### src/rtl/mem_trace_monitor.sv
`default_nettype none
// ============================================================================
// Module   : mem_trace_monitor
// Brief    : Snoops the data-memory port and compares each access against
//            NUM_CH address windows. Matching reads and writes are pushed
//            into a first-word-fall-through trace FIFO, which is drained over
//            a valid/ready stream. The monitor only observes the bus and
//            never stalls the core.
// Revision : 1.0 - initial release
// ============================================================================
module mem_trace_monitor #(
    parameter int ADDR_WIDTH = 29,
    parameter int NUM_CH     = 4,
    parameter logic [NUM_CH*ADDR_WIDTH-1:0] CH_BASE = '0,
    parameter logic [NUM_CH*ADDR_WIDTH-1:0] CH_MASK = '0,
    parameter logic [2*NUM_CH-1:0]          CH_MODE = {NUM_CH{2'b01}},
    parameter int DEPTH      = 16,
    parameter int TS_WIDTH   = 16
) (
    input  logic                  clock,
    input  logic                  reset,
    input  logic                  enable,
    input  logic [ADDR_WIDTH-1:0] address,
    input  logic                  read_enable,
    input  logic [31:0]           read_data,
    input  logic                  write_enable,
    input  logic [31:0]           write_data,
    output logic                  trace_valid,
    input  logic                  trace_ready,
    output logic [2:0]            trace_ch,
    output logic                  trace_is_rd,
    output logic [ADDR_WIDTH-1:0] trace_addr,
    output logic [31:0]           trace_data,
    output logic [TS_WIDTH-1:0]   trace_ts,
    output logic [15:0]           drop_count,
    output logic                  overflow,
    input  logic                  clear_drops
);

    localparam int c_PTR_W = $clog2(DEPTH);

    // ------------------------------------------------------------------------
    // Window compare: one hit per channel, qualified by the channel's mode
    // ------------------------------------------------------------------------
    logic [NUM_CH-1:0] w_wr_ok;
    logic [NUM_CH-1:0] w_rd_ok;

    for (genvar i = 0; i < NUM_CH; i++) begin : g_ch
        logic w_addr_match;
        assign w_addr_match = (((address ^ CH_BASE[i*ADDR_WIDTH +: ADDR_WIDTH])
                                & CH_MASK[i*ADDR_WIDTH +: ADDR_WIDTH]) == '0);
        assign w_wr_ok[i]   = w_addr_match & CH_MODE[2*i];
        assign w_rd_ok[i]   = w_addr_match & CH_MODE[2*i+1];
    end

    logic       w_wr_hit;
    logic [2:0] w_wr_ch;
    logic       w_rd_hit;
    logic [2:0] w_rd_ch;

    // Priority encode the hits; scanning downwards lets the lowest index win
    always_comb begin
        w_wr_hit = 1'b0;
        w_wr_ch  = 3'd0;
        w_rd_hit = 1'b0;
        w_rd_ch  = 3'd0;
        for (int i = NUM_CH - 1; i >= 0; i--) begin
            if (w_wr_ok[i]) begin
                w_wr_hit = 1'b1;
                w_wr_ch  = 3'(i);
            end
            if (w_rd_ok[i]) begin
                w_rd_hit = 1'b1;
                w_rd_ch  = 3'(i);
            end
        end
    end

    // ------------------------------------------------------------------------
    // Timestamp
    // ------------------------------------------------------------------------
    logic [TS_WIDTH-1:0] r_ts;

    // Free-running timestamp, wraps naturally at all-ones
    always_ff @(posedge clock) begin
        if (reset) r_ts <= '0;
        else       r_ts <= r_ts + 1'b1;
    end

    // ------------------------------------------------------------------------
    // Read pending register: read data arrives one cycle after the strobe,
    // so channel, address and timestamp are held until then.
    // ------------------------------------------------------------------------
    logic                  w_wr_push;
    logic                  w_rd_latch;
    logic                  r_pend_valid;
    logic [2:0]            r_pend_ch;
    logic [ADDR_WIDTH-1:0] r_pend_addr;
    logic [TS_WIDTH-1:0]   r_pend_ts;

    // A simultaneous write masks the read strobe entirely
    assign w_wr_push  = enable & write_enable & w_wr_hit;
    assign w_rd_latch = enable & read_enable & ~write_enable & w_rd_hit;

    // Capture the read descriptor; completion does not depend on enable
    always_ff @(posedge clock) begin
        if (reset) begin
            r_pend_valid <= 1'b0;
            r_pend_ch    <= 3'd0;
            r_pend_addr  <= '0;
            r_pend_ts    <= '0;
        end else begin
            r_pend_valid <= w_rd_latch;
            if (w_rd_latch) begin
                r_pend_ch   <= w_rd_ch;
                r_pend_addr <= address;
                r_pend_ts   <= r_ts;
            end
        end
    end

    // ------------------------------------------------------------------------
    // Push arbitration: a new write beats a completing read
    // ------------------------------------------------------------------------
    logic                  w_push;
    logic                  w_collide;
    logic [2:0]            w_in_ch;
    logic                  w_in_is_rd;
    logic [ADDR_WIDTH-1:0] w_in_addr;
    logic [31:0]           w_in_data;
    logic [TS_WIDTH-1:0]   w_in_ts;

    assign w_push    = w_wr_push | r_pend_valid;
    assign w_collide = w_wr_push & r_pend_valid;

    // Select the entry to be pushed this cycle
    always_comb begin
        w_in_ch    = r_pend_ch;
        w_in_is_rd = 1'b1;
        w_in_addr  = r_pend_addr;
        w_in_data  = read_data;
        w_in_ts    = r_pend_ts;
        if (w_wr_push) begin
            w_in_ch    = w_wr_ch;
            w_in_is_rd = 1'b0;
            w_in_addr  = address;
            w_in_data  = write_data;
            w_in_ts    = r_ts;
        end
    end

    // ------------------------------------------------------------------------
    // Trace FIFO (extra pointer bit distinguishes full from empty)
    // ------------------------------------------------------------------------
    logic [c_PTR_W:0]      r_wr_ptr;
    logic [c_PTR_W:0]      r_rd_ptr;
    logic [2:0]            r_mem_ch    [DEPTH];
    logic                  r_mem_is_rd [DEPTH];
    logic [ADDR_WIDTH-1:0] r_mem_addr  [DEPTH];
    logic [31:0]           r_mem_data  [DEPTH];
    logic [TS_WIDTH-1:0]   r_mem_ts    [DEPTH];

    logic w_empty;
    logic w_full;
    logic w_pop;
    logic w_push_ok;
    logic w_full_drop;
    logic [c_PTR_W-1:0] w_wr_idx;
    logic [c_PTR_W-1:0] w_rd_idx;

    assign w_wr_idx    = r_wr_ptr[c_PTR_W-1:0];
    assign w_rd_idx    = r_rd_ptr[c_PTR_W-1:0];
    assign w_empty     = (r_wr_ptr == r_rd_ptr);
    assign w_full      = (r_wr_ptr[c_PTR_W] != r_rd_ptr[c_PTR_W]) && (w_wr_idx == w_rd_idx);
    assign w_pop       = ~w_empty & trace_ready;
    // When full, a same-cycle pop frees the head slot so the push still fits
    assign w_push_ok   = w_push & (~w_full | w_pop);
    assign w_full_drop = w_push & w_full & ~w_pop;

    // Pointer update; reset discards every queued entry
    always_ff @(posedge clock) begin
        if (reset) begin
            r_wr_ptr <= '0;
            r_rd_ptr <= '0;
        end else begin
            if (w_push_ok) r_wr_ptr <= r_wr_ptr + 1'b1;
            if (w_pop)     r_rd_ptr <= r_rd_ptr + 1'b1;
        end
    end

    // Entry storage; contents are only exposed while the FIFO is non-empty
    always_ff @(posedge clock) begin
        if (w_push_ok) begin
            r_mem_ch[w_wr_idx]    <= w_in_ch;
            r_mem_is_rd[w_wr_idx] <= w_in_is_rd;
            r_mem_addr[w_wr_idx]  <= w_in_addr;
            r_mem_data[w_wr_idx]  <= w_in_data;
            r_mem_ts[w_wr_idx]    <= w_in_ts;
        end
    end

    assign trace_valid = ~w_empty;
    assign trace_ch    = trace_valid ? r_mem_ch[w_rd_idx]    : 3'd0;
    assign trace_is_rd = trace_valid ? r_mem_is_rd[w_rd_idx] : 1'b0;
    assign trace_addr  = trace_valid ? r_mem_addr[w_rd_idx]  : '0;
    assign trace_data  = trace_valid ? r_mem_data[w_rd_idx]  : 32'd0;
    assign trace_ts    = trace_valid ? r_mem_ts[w_rd_idx]    : '0;

    // ------------------------------------------------------------------------
    // Drop accounting: a cycle can lose both a collided read and a full push
    // ------------------------------------------------------------------------
    logic [15:0] r_drop_count;
    logic        r_overflow;
    logic [16:0] w_drop_sum;

    assign w_drop_sum = {1'b0, r_drop_count} + 17'(w_collide) + 17'(w_full_drop);

    // Saturating drop counter with sticky overflow; clear wins over a drop
    always_ff @(posedge clock) begin
        if (reset || clear_drops) begin
            r_drop_count <= 16'd0;
            r_overflow   <= 1'b0;
        end else if (w_collide || w_full_drop) begin
            r_drop_count <= w_drop_sum[16] ? 16'hFFFF : w_drop_sum[15:0];
            r_overflow   <= 1'b1;
        end
    end

    assign drop_count = r_drop_count;
    assign overflow   = r_overflow;

endmodule
`default_nettype wire

### config.mk
export PLATFORM = sky130hd
export DESIGN_NAME = mem_trace_monitor
export DESIGN_NICKNAME = d
export VERILOG_FILES = /design/src/rtl/mem_trace_monitor.sv
export SDC_FILE = /design/constraint.sdc
export NUM_CORES = 1
export LEC_CHECK = 0
export BUFFER_PORTS_ARGS = -buffer_cell sky130_fd_sc_hd__buf_4
export CAP_MARGIN = 20
export CORE_MARGIN = 2
export CORE_UTILIZATION = 45
export DETAILED_ROUTE_END_ITERATION = 16
export HOLD_SLACK_MARGIN = 0.1
export SLEW_MARGIN = 10
export SYNTH_ARGS = -nofsm -noshare
export SYNTH_HDL_FRONTEND = slang
export SYNTH_SLANG_ARGS = --single-unit
### constraint.sdc
create_clock -name clock -period 8.9 [get_ports clock]
set_input_delay 0.89 -clock clock [delete_from_list [all_inputs] [get_ports clock]]
set_output_delay 0.89 -clock clock [all_outputs]
set_load 0.03 [all_outputs]
After elaboration in Yosys (flattened, before gate mapping) --
Memories as Yosys holds them, arrays and structs flattened. A register that Yosys moved wholly into a read port is not among the register bits. Index checks and enable logic that the tools add are counted.
Word-level totals: register bits 43, output and inout bits 99, memories 4, word-level logic and storage cells 47, bits in writable memories 1248
Memories:
- r_mem_data | depth 16, bits a word 32, read ports 1, clocked after Yosys merged registers in 1, write ports 1, RTL line 160 | logic [31:0] r_mem_data [DEPTH];
- r_mem_addr | depth 16, bits a word 29, read ports 1, clocked after Yosys merged registers in 1, write ports 1, RTL line 159 | logic [ADDR_WIDTH-1:0] r_mem_addr [DEPTH];
- r_mem_ts | depth 16, bits a word 16, read ports 1, clocked after Yosys merged registers in 1, write ports 1, RTL line 161 | logic [TS_WIDTH-1:0] r_mem_ts [DEPTH];
- r_mem_is_rd | depth 16, bits a word 1, read ports 1, clocked after Yosys merged registers in 1, write ports 1, RTL line 158 | logic r_mem_is_rd [DEPTH];
Cells by class: reduce and logical (&&, ||, !) cells 2, add/sub/neg operators 4, equality and inequality tests 3, mux-type cells 20, bitwise gates (word level) 9
Operator list (number):
- 2-to-1 mux 32 bit | 2
- 2-to-1 mux 29 bit | 2
- 2-to-1 mux 16 bit | 3
- 2-to-1 mux 4 bit | 8
- adder 16 x 1 -> 17 bit | 1
- adder 16 x 1 -> 16 bit (second input constant) | 1
- adder 5 x 1 -> 5 bit (second input constant) | 2
- bitwise AND 1 bit | 5
- equality test 5 bit | 1
- equality test 4 bit | 1
- 2-to-1 mux 1 bit | 4
- 2-to-1 mux 3 bit | 1
- NOT 1 bit | 3
- logical AND 1 bit | 1
- logical OR 1 bit | 1
- != test 1 bit | 1
- bitwise OR 1 bit | 1

Depth between registers and ports, before layout --
Gate-level depths: netlist of run 1.
depth after elaboration 7, mapped depth 10, gate-level depth less buffers 9

Worst setup path before layout of run 1 --
OpenSTA, ideal clock, no wires.
kind input to register, start input write_enable, end memory r_mem_addr[3][0] (enable), data required time 8.289 ns, library setup time 0.611 ns, arrival 6.845 ns, buffers on the path 2, slack 1.445 ns, stages 5, path through buf_2 -> and2_1 -> buf_2 -> o211ai_1 -> nor3_1
On the way: cells in the longest elaborated chain, start to end 4
RTL lines:
- start, declared | RTL line 26 | input logic write_enable,
- bitwise AND 1 bit | RTL line 102 | assign w_wr_push = enable & write_enable & w_wr_hit;
- bitwise AND 1 bit | RTL line 177 | assign w_push_ok = w_push & (~w_full | w_pop);
- 2-to-1 mux 1 bit | RTL line 193 | if (w_push_ok) begin
- 2-to-1 mux 1 bit (not written as such) | RTL line 196 | r_mem_addr[w_wr_idx] <= w_in_addr;
- end, declared | RTL line 159
No other way between the ends.

==> results.md, run 1 <==
- CP dominant cell by count: buf_4
- Synth cell types: 51
- Remaining DRCs: 0
- WL per Instance: 28.8 um
- XOR/XNOR share of the synthesized area: 0.00678
- Initial core utilization: 0.452
- Fraction of the mapped netlist area in simple logic gates: 0.0292
- Critical Path RT: 8.01 ns
- Worst slack, placed: 3.06 ns
- Max_cap viols: 0
- Crit. End Element: output pin
- Largest net degree at the start of global routing: 97
- Fraction of synthesized area in multiplexers: 0.142
- Seq/Total Area, Yosys: 0.771
- TNS Setup: 0 ns
- Die Height: 337 um
- Number of synthesized register bits: 1295
- Largest family of logic cells by synthesized area: multiplexers
- Maximum clock rate: 195 MHz
- Vias per inst: 5.90
- IO Count: 199
- Finished Layout Cells: 4157
- Core Area: 110000 um^2
- GPL Wtd Cong: 0.756
- Global route overflow: 0
- Layout cells sized above 1: 0.288
- H-tree Lvls: 4
- CTS root buf: clkbuf_16
- Final ANT Viol Nets: 0
- CP peak stage delay: 0.88 ns
- Post-route clock period utilization: 0.576
- Post-CTS resize count: 0
- Final setup fails: 0
- Synth Area in Adders: 0.00201
- Async SR Flop Fraction: 0
- DR iter-0 viols: 2494
- Main flop type after synthesis: edfxtp_1
- RSZ-0062 raised after global routing: false
- GRT Overall Usage: 0.213
- Number of global-route vias before repair: 25300
- Power, Total: 13300 uW
- CTS clk-pin slew, worst paths: 0.06 ns
- Worst-Margin Slew: 1.08 ns
- Max clock buf depth: 3
- Crit path max-delay family: buffers and inverters
- Crit path launch type: register
- Outcome: complete, no violations
- Clk sink count: 1295
- IO buf count: 194
- Worst-path cell chain: buf_4 > buf_4 > mux4_2 > a22oi_1 > a21oi_1 > buf_4
- Post-Place Cells: 3919
- Setup Buffers After CTS: 0
- Pre-Repair DR Iteration Count: 7
- Antenna violations before repair: 3
- Hold-fix buffers, CTS: 0
- Worst Hold Path Cells: 1
- Compound-Gate Fraction of Synth Area: 0.0342
- FP Rows: 122
- CP arrival: 4.24 ns
- Total Wirelength: 120 mm
- Reg2reg path depth: 5
- CTS tree: yes
- Syn avg cell area: 21.3 um^2
- Pleak: 0.0183 uW
- Worst hold margin: 0.488 ns
- Crit path depth: 6
- Die width: 337 um
- Tmin final: 5.13 ns
- Largest fanout on the critical path: 66
- Hold Fails Final Rpt: 0
- Detailed Place HPWL: 59.5 mm
- Nets: 2674
- TritonCTS buffer count: 131
- Synthesized cell area: 49900 um^2
- Slew HR: 0.277
- Final WS setup: 3.77 ns
- Final Max Tran Viols: 0
- Worst skew pair latency: 0.73 ns
- Critical path's slowest cell: buf_4
- PwrDens: 233 nW/um^2
- Clock skew: 0.0202 ns
- EDFF count, synth: 1248
- HP Class: register to register
- Ant. Diodes: 0
- Worst IR Drop VDD: 0.131 mV
- First-pass GRT wire length: 173 mm
- Reg2Reg Setup Slack: 5.14 ns
- Layout area overhead: 14.3%
- Gate count of the mapped netlist: 2341
- Crit path kind: register to output pin
- Die footprint: 113000 um^2
- Synthesis warning total: 0
- Total number of vias: 24500
- CP Buf/Inv Count: 3
-- Yosys cell counts (2+ instances only) --
| master | n | area (um^2) |
|---|---|---|
| buf_4 | 31 | 233 |
| mux2i_1 | 4 | 40.0 |
| mux4_2 | 312 | 7030 |
| and2_1 | 3 | 18.8 |
| xnor2_2 | 3 | 48.8 |
| nor3_1 | 3 | 15.0 |
| nand2_1 | 109 | 409 |
| and2_0 | 2 | 12.5 |
| nand4_1 | 14 | 87.6 |
| edfxtp_1 | 1248 | 37500 |
| xnor2_1 | 18 | 158 |
| xor2_1 | 15 | 131 |
| dfxtp_1 | 47 | 941 |
| clkbuf_1 | 60 | 225 |
| nor3_2 | 2 | 20.0 |
| nand3_1 | 10 | 50.1 |
| a21oi_1 | 85 | 425 |
| and3_2 | 2 | 15.0 |
| buf_6 | 5 | 56.3 |
| nor2_1 | 40 | 150 |
| nor3b_1 | 2 | 15.0 |
| buf_1 | 14 | 52.6 |
| nor2b_1 | 9 | 56.3 |
| and3_1 | 62 | 388 |
| buf_2 | 35 | 175 |
| ha_1 | 8 | 100 |
| a22oi_1 | 156 | 1170 |
| nor4_2 | 3 | 37.5 |
| inv_1 | 6 | 22.5 |
| and2_2 | 2 | 15.0 |
| nand3_4 | 2 | 35.0 |
| o21ai_1 | 10 | 50.1 |
-- final timing paths --
check,from,end
worst min-delay path,r_ts[0],r_ts[0]
worst max register to register,r_wr_ptr[2],r_mem_data[6][5]
worst min register to register,r_ts[0],r_ts[0]
worst max-delay path,register,trace_addr[4]
-- layout make-up --
| type | count | area [um^2] |
|---|---|---|
| Fill cell | 8668 | 53200 |
| Sequential cell | 1295 | 38400 |
| Multi-Input combinational cell | 896 | 10800 |
| Clock buffer | 169 | 3540 |
| Tap cell | 1488 | 1860 |
| Timing Repair Buffer | 235 | 1830 |
| Clock inverter | 67 | 492 |
| Inverter | 7 | 26.3 |
-- metrics by stage --
step | cell area, um^2 | util
2_1_floorplan | 49900 | -
3_3_place_gp | 52900 | 0.480
3_5_place_dp | 52900 | 0.480
4_1_cts | 56900 | 0.517
5_1_grt | 57000 | 0.517
6_report | 57000 | 0.517
-- layout by cell type (no fill, tap or decap), drive strengths merged, types with 3 or more instances in the layout --
master,count
ha,8
nand2,109
clkinvlp,3
mux2i,4
nor3,6
edfxtp,1248
nor2,40
nor4,5
o21ai,10
a22oi,156
mux4,312
xor2,15
and3,64
and2,7
nand4,15
bufinv,5
conb,3
nand3,13
inv,16
clkinv,50
buf,235
dfxtp,47
nor2b,9
a21oi,86
xnor2,21
and4,3
clkbuf,169
-- sequential cells by signal, summed over array words and instances (netlist names), named ones only --
| signal | cells |
|---|---|
| r_mem_ts | 256 |
| r_wr_ptr | 5 |
| drop_count | 16 |
| r_mem_is_rd | 16 |
| overflow | 1 |
| r_ts | 16 |
| r_rd_ptr | 5 |
| r_mem_addr | 464 |
| r_mem_data | 512 |
-- metal layers --
layer	track usage	up-vias	wire length, um
li1	-	10300	-
met1	0.301	13300	50500
met2	0.351	842	60000
met3	0.0339	154	7370
met4	0.0512	2	1950
met5	0	-	7
-- where the power goes --
group          total (uW)  internal, uW  switching, uW
registers            6740          6710           23.6
clock network        5200          2960           2240
logic                1340           555            789
total               13300         10200           3050
-- kinds of logic after synthesis --
group / after synthesis
AO/OA/AOI/OAI: 257
XOR/XNOR: 36
adder cells (fa/ha/maj): 8
buffers and inverters: 152
flip-flops: 1295
multiplexers: 316
other: 1
AND/OR/NAND/NOR: 276
(Power assumes the default switching activity.)
==> run 2: changes to the inputs <==
==> constraint.sdc (replaced) <==
create_clock -name clock -period 4.45 [get_ports clock]
set_input_delay 0.445 -clock clock [delete_from_list [all_inputs] [get_ports clock]]
set_output_delay 0.445 -clock clock [all_outputs]
set_load 0.03 [all_outputs]
==> run 2 against run 1 <==
Power is 100% higher. Register-to-register slack worse by 4.0 ns. Sequential share of layout area is 0.85 points lower. First-iteration DRC count is 5.3% lower. Die area stayed put. Critical path type unchanged. Critical endpoint is now trace_ts[11]. Largest cell class unchanged.
==> results.md, run 2 (synthesized netlist as in run 1, its figures left out) <==
- Outcome: complete, no violations
- Global route overflow: 0 (unchanged)
- Pre-Repair DR Iteration Count: 5 (-2)
- CTS root buf: clkbuf_16
- Max reg flops: 512 (unchanged)
- H-tree Lvls: 4 (unchanged)
- Largest fanout on the critical path: 20 (-70%)
- PwrDens: 467 nW/um^2 (+100%)
- IO buf count: 194 (unchanged)
- CTS clk-pin slew, worst paths: 0.06 ns (about the same)
- Detailed Place HPWL: 64.0 mm (+7.6%)
- Crit path kind: register to output pin
- Core Area: 110000 um^2 (unchanged)
- Initial core utilization: 0.452 (unchanged)
- Reg2Reg Setup Slack: 1.18 ns (-3.96 ns)
- GPL Wtd Cong: 0.763 (+0.97%)
- Maximum clock rate: 259 MHz
- Worst slack, placed: 1.20 ns (-1.85 ns)
- Most common cell after layout, fill and taps aside: edfxtp_1
- Most frequent cells in the layout: 1248 x edfxtp_1, 312 x mux4_2, 255 x buf_4, 156 x a22oi_1, 143 x clkbuf_16
- Reg2reg path depth: 5 (unchanged)
- IO Count: 199 (unchanged)
- Die footprint: 113000 um^2 (unchanged)
- Clock skew: 0.0230 ns (+0.00280 ns)
- Total Wirelength: 120 mm (-0.14%)
- Max_cap viols: 0 (unchanged)
- Final Max Tran Viols: 0 (unchanged)
- TritonCTS buffer count: 136 (+3.8%)
- TNS Setup: 0 ns (unchanged)
- Final setup fails: 0 (unchanged)
- First-pass GRT wire length: 174 mm (+0.73%)
- Largest Register: r_mem_data
- Antenna violations before repair: 1 (-2)
- Critical Path RT: 4.01 ns (-4.00 ns)
- Pleak: 0.0187 uW (+2.1%)
- Finished Layout Cells: 4208 (+1.2%)
- Total number of vias: 24700 (+0.65%)
- R2R Path Start: r_wr_ptr[2]
- Number of global-route vias before repair: 25700 (+1.5%)
- Die Height: 337 um (unchanged)
- RR Endpoint: r_mem_ts[1][0]
- Top Registers: r_mem_data (512), r_mem_addr (464), r_mem_ts (256)
- HP Class: input port to register
- CTS tree: yes
- Crit. End Element: output pin
- Nets: 2721 (+1.8%)
- Final WS setup: 0.591 ns (-3.18 ns)
- Crit path launch type: register
- Tmin final: 3.86 ns
- Post-CTS resize count: 0 (unchanged)
- Hold Fails Final Rpt: 0 (unchanged)
- WL per Instance: 28.4 um (-1.4%)
- Post-route clock period utilization: 0.867
- Slew HR: 0.311 (+0.0335)
- GRT Overall Usage: 0.214 (+0.00107)
- Hold Startpoint: trace_ready
- Worst IR Drop VDD: 0.304 mV (+130%)
- Vias per inst: 5.86 (-0.57%)
- Clk sink count: 1295 (unchanged)
- Max clock buf depth: 3 (unchanged)
- CP arrival: 3.41 ns (-0.83 ns)
- Die width: 337 um (unchanged)
- RSZ-0062 raised after global routing: false
- Remaining DRCs: 0 (unchanged)
- Worst-Margin Slew: 1.03 ns (-0.0503 ns)
- Post-Place Cells: 3961 (+1.1%)
- Worst Hold Path Cells: 5 (+4)
- Layout cells sized above 1: 0.303 (+0.0153)
- Largest net degree at the start of global routing: 92 (-5.2%)
- Final ANT Viol Nets: 0 (unchanged)
- DR iter-0 viols: 2363 (-5.3%)
- FP Rows: 122 (unchanged)
- Layout area overhead: 15.8%
- Worst skew pair latency: 0.73 ns (about the same)
==> run 2: cell types whose count changed in the layout (fill, tap and decap cells not counted), moves of 2 or more <==
| cell | previous run | this run |
|---|---|---|
| buf_12 | 2 | 20 |
| buf_16 | 2 | 0 |
| buf_4 | 231 | 255 |
| bufinv_16 | 5 | 7 |
| clkbuf_1 | 32 | 22 |
| clkbuf_16 | 136 | 143 |
| clkinv_2 | 14 | 27 |
| clkinvlp_4 | 3 | 0 |
| dlygate4sd3_1 | 0 | 2 |
| inv_6 | 7 | 5 |
==> run 2: what timing repair did <==
| item | 4_1_cts | 5_1_grt |
|---|---|---|
| hold buffers | 2 | 0 |
| buffers inserted | 0 | 0 |
| endpoints found under the hold margin | 28 | 0 |
==> run 2: layout make-up <==
cell class / count / area, um^2
Timing Repair Buffer: 277 / 2330
Inverter: 7 / 26.3
Sequential cell: 1295 / 38400
Antenna cell: 1 / 2.50
Tap cell: 1488 / 1860
Multi-Input combinational cell: 896 / 10800
Clock buffer: 165 / 3660
Fill cell: 8585 / 52500
Clock inverter: 79 / 586
==> run 2: stage by stage <==
stage	utilization	instance area (um^2)	hold slack (ns)	power [uW]
after floorplan	-	49900	0.437	15600
after global placement	0.485	53400	0.460	16500
after detailed placement	0.485	53400	0.465	16500
after CTS	0.524	57700	0.119	27200
after global routing	0.524	57700	0.178	27800
final	0.524	57700	0.168	27000
==> run 2: worst max-delay path by stage <==
| stage | endpoint | cells after the start |
|---|---|---|
| detailed placement | r_mem_data[1][24] | 5 |
| floorplan | r_mem_addr[3][0] | 5 |
| global placement | r_mem_data[1][24] | 5 |
| CTS | trace_ts[6] | 5 |
| global route | trace_addr[18] | 6 |
| finish | trace_ts[11] | 4 |
==> run 2: report_power, final <==
group / internal (uW) / leakage (uW) / switching, uW
Sequential: 13400 / 0.0120 / 71.2
Combinational: 1160 / 0.00457 / 1560
Clock: 6260 / 0.00210 / 4500
Total: 20800 / 0.0187 / 6130
==> run 2: layer usage <==
layer	vias up	share of wire	wire [um]	track usage
met5	-	0	0	0
met4	0	0.018	2180	0.0561
met3	157	0.056	6750	0.0332
met2	848	0.50	59600	0.353
met1	13300	0.43	51200	0.301
li1	10300	-	-	-
==> run 2: critical path, cell delays in order, from the launching register on <==
cell and delay [ns]:
dfxtp_1 0.71, nor2b_4 0.87, a22oi_1 0.20, a21oi_1 0.61, buf_4 0.29
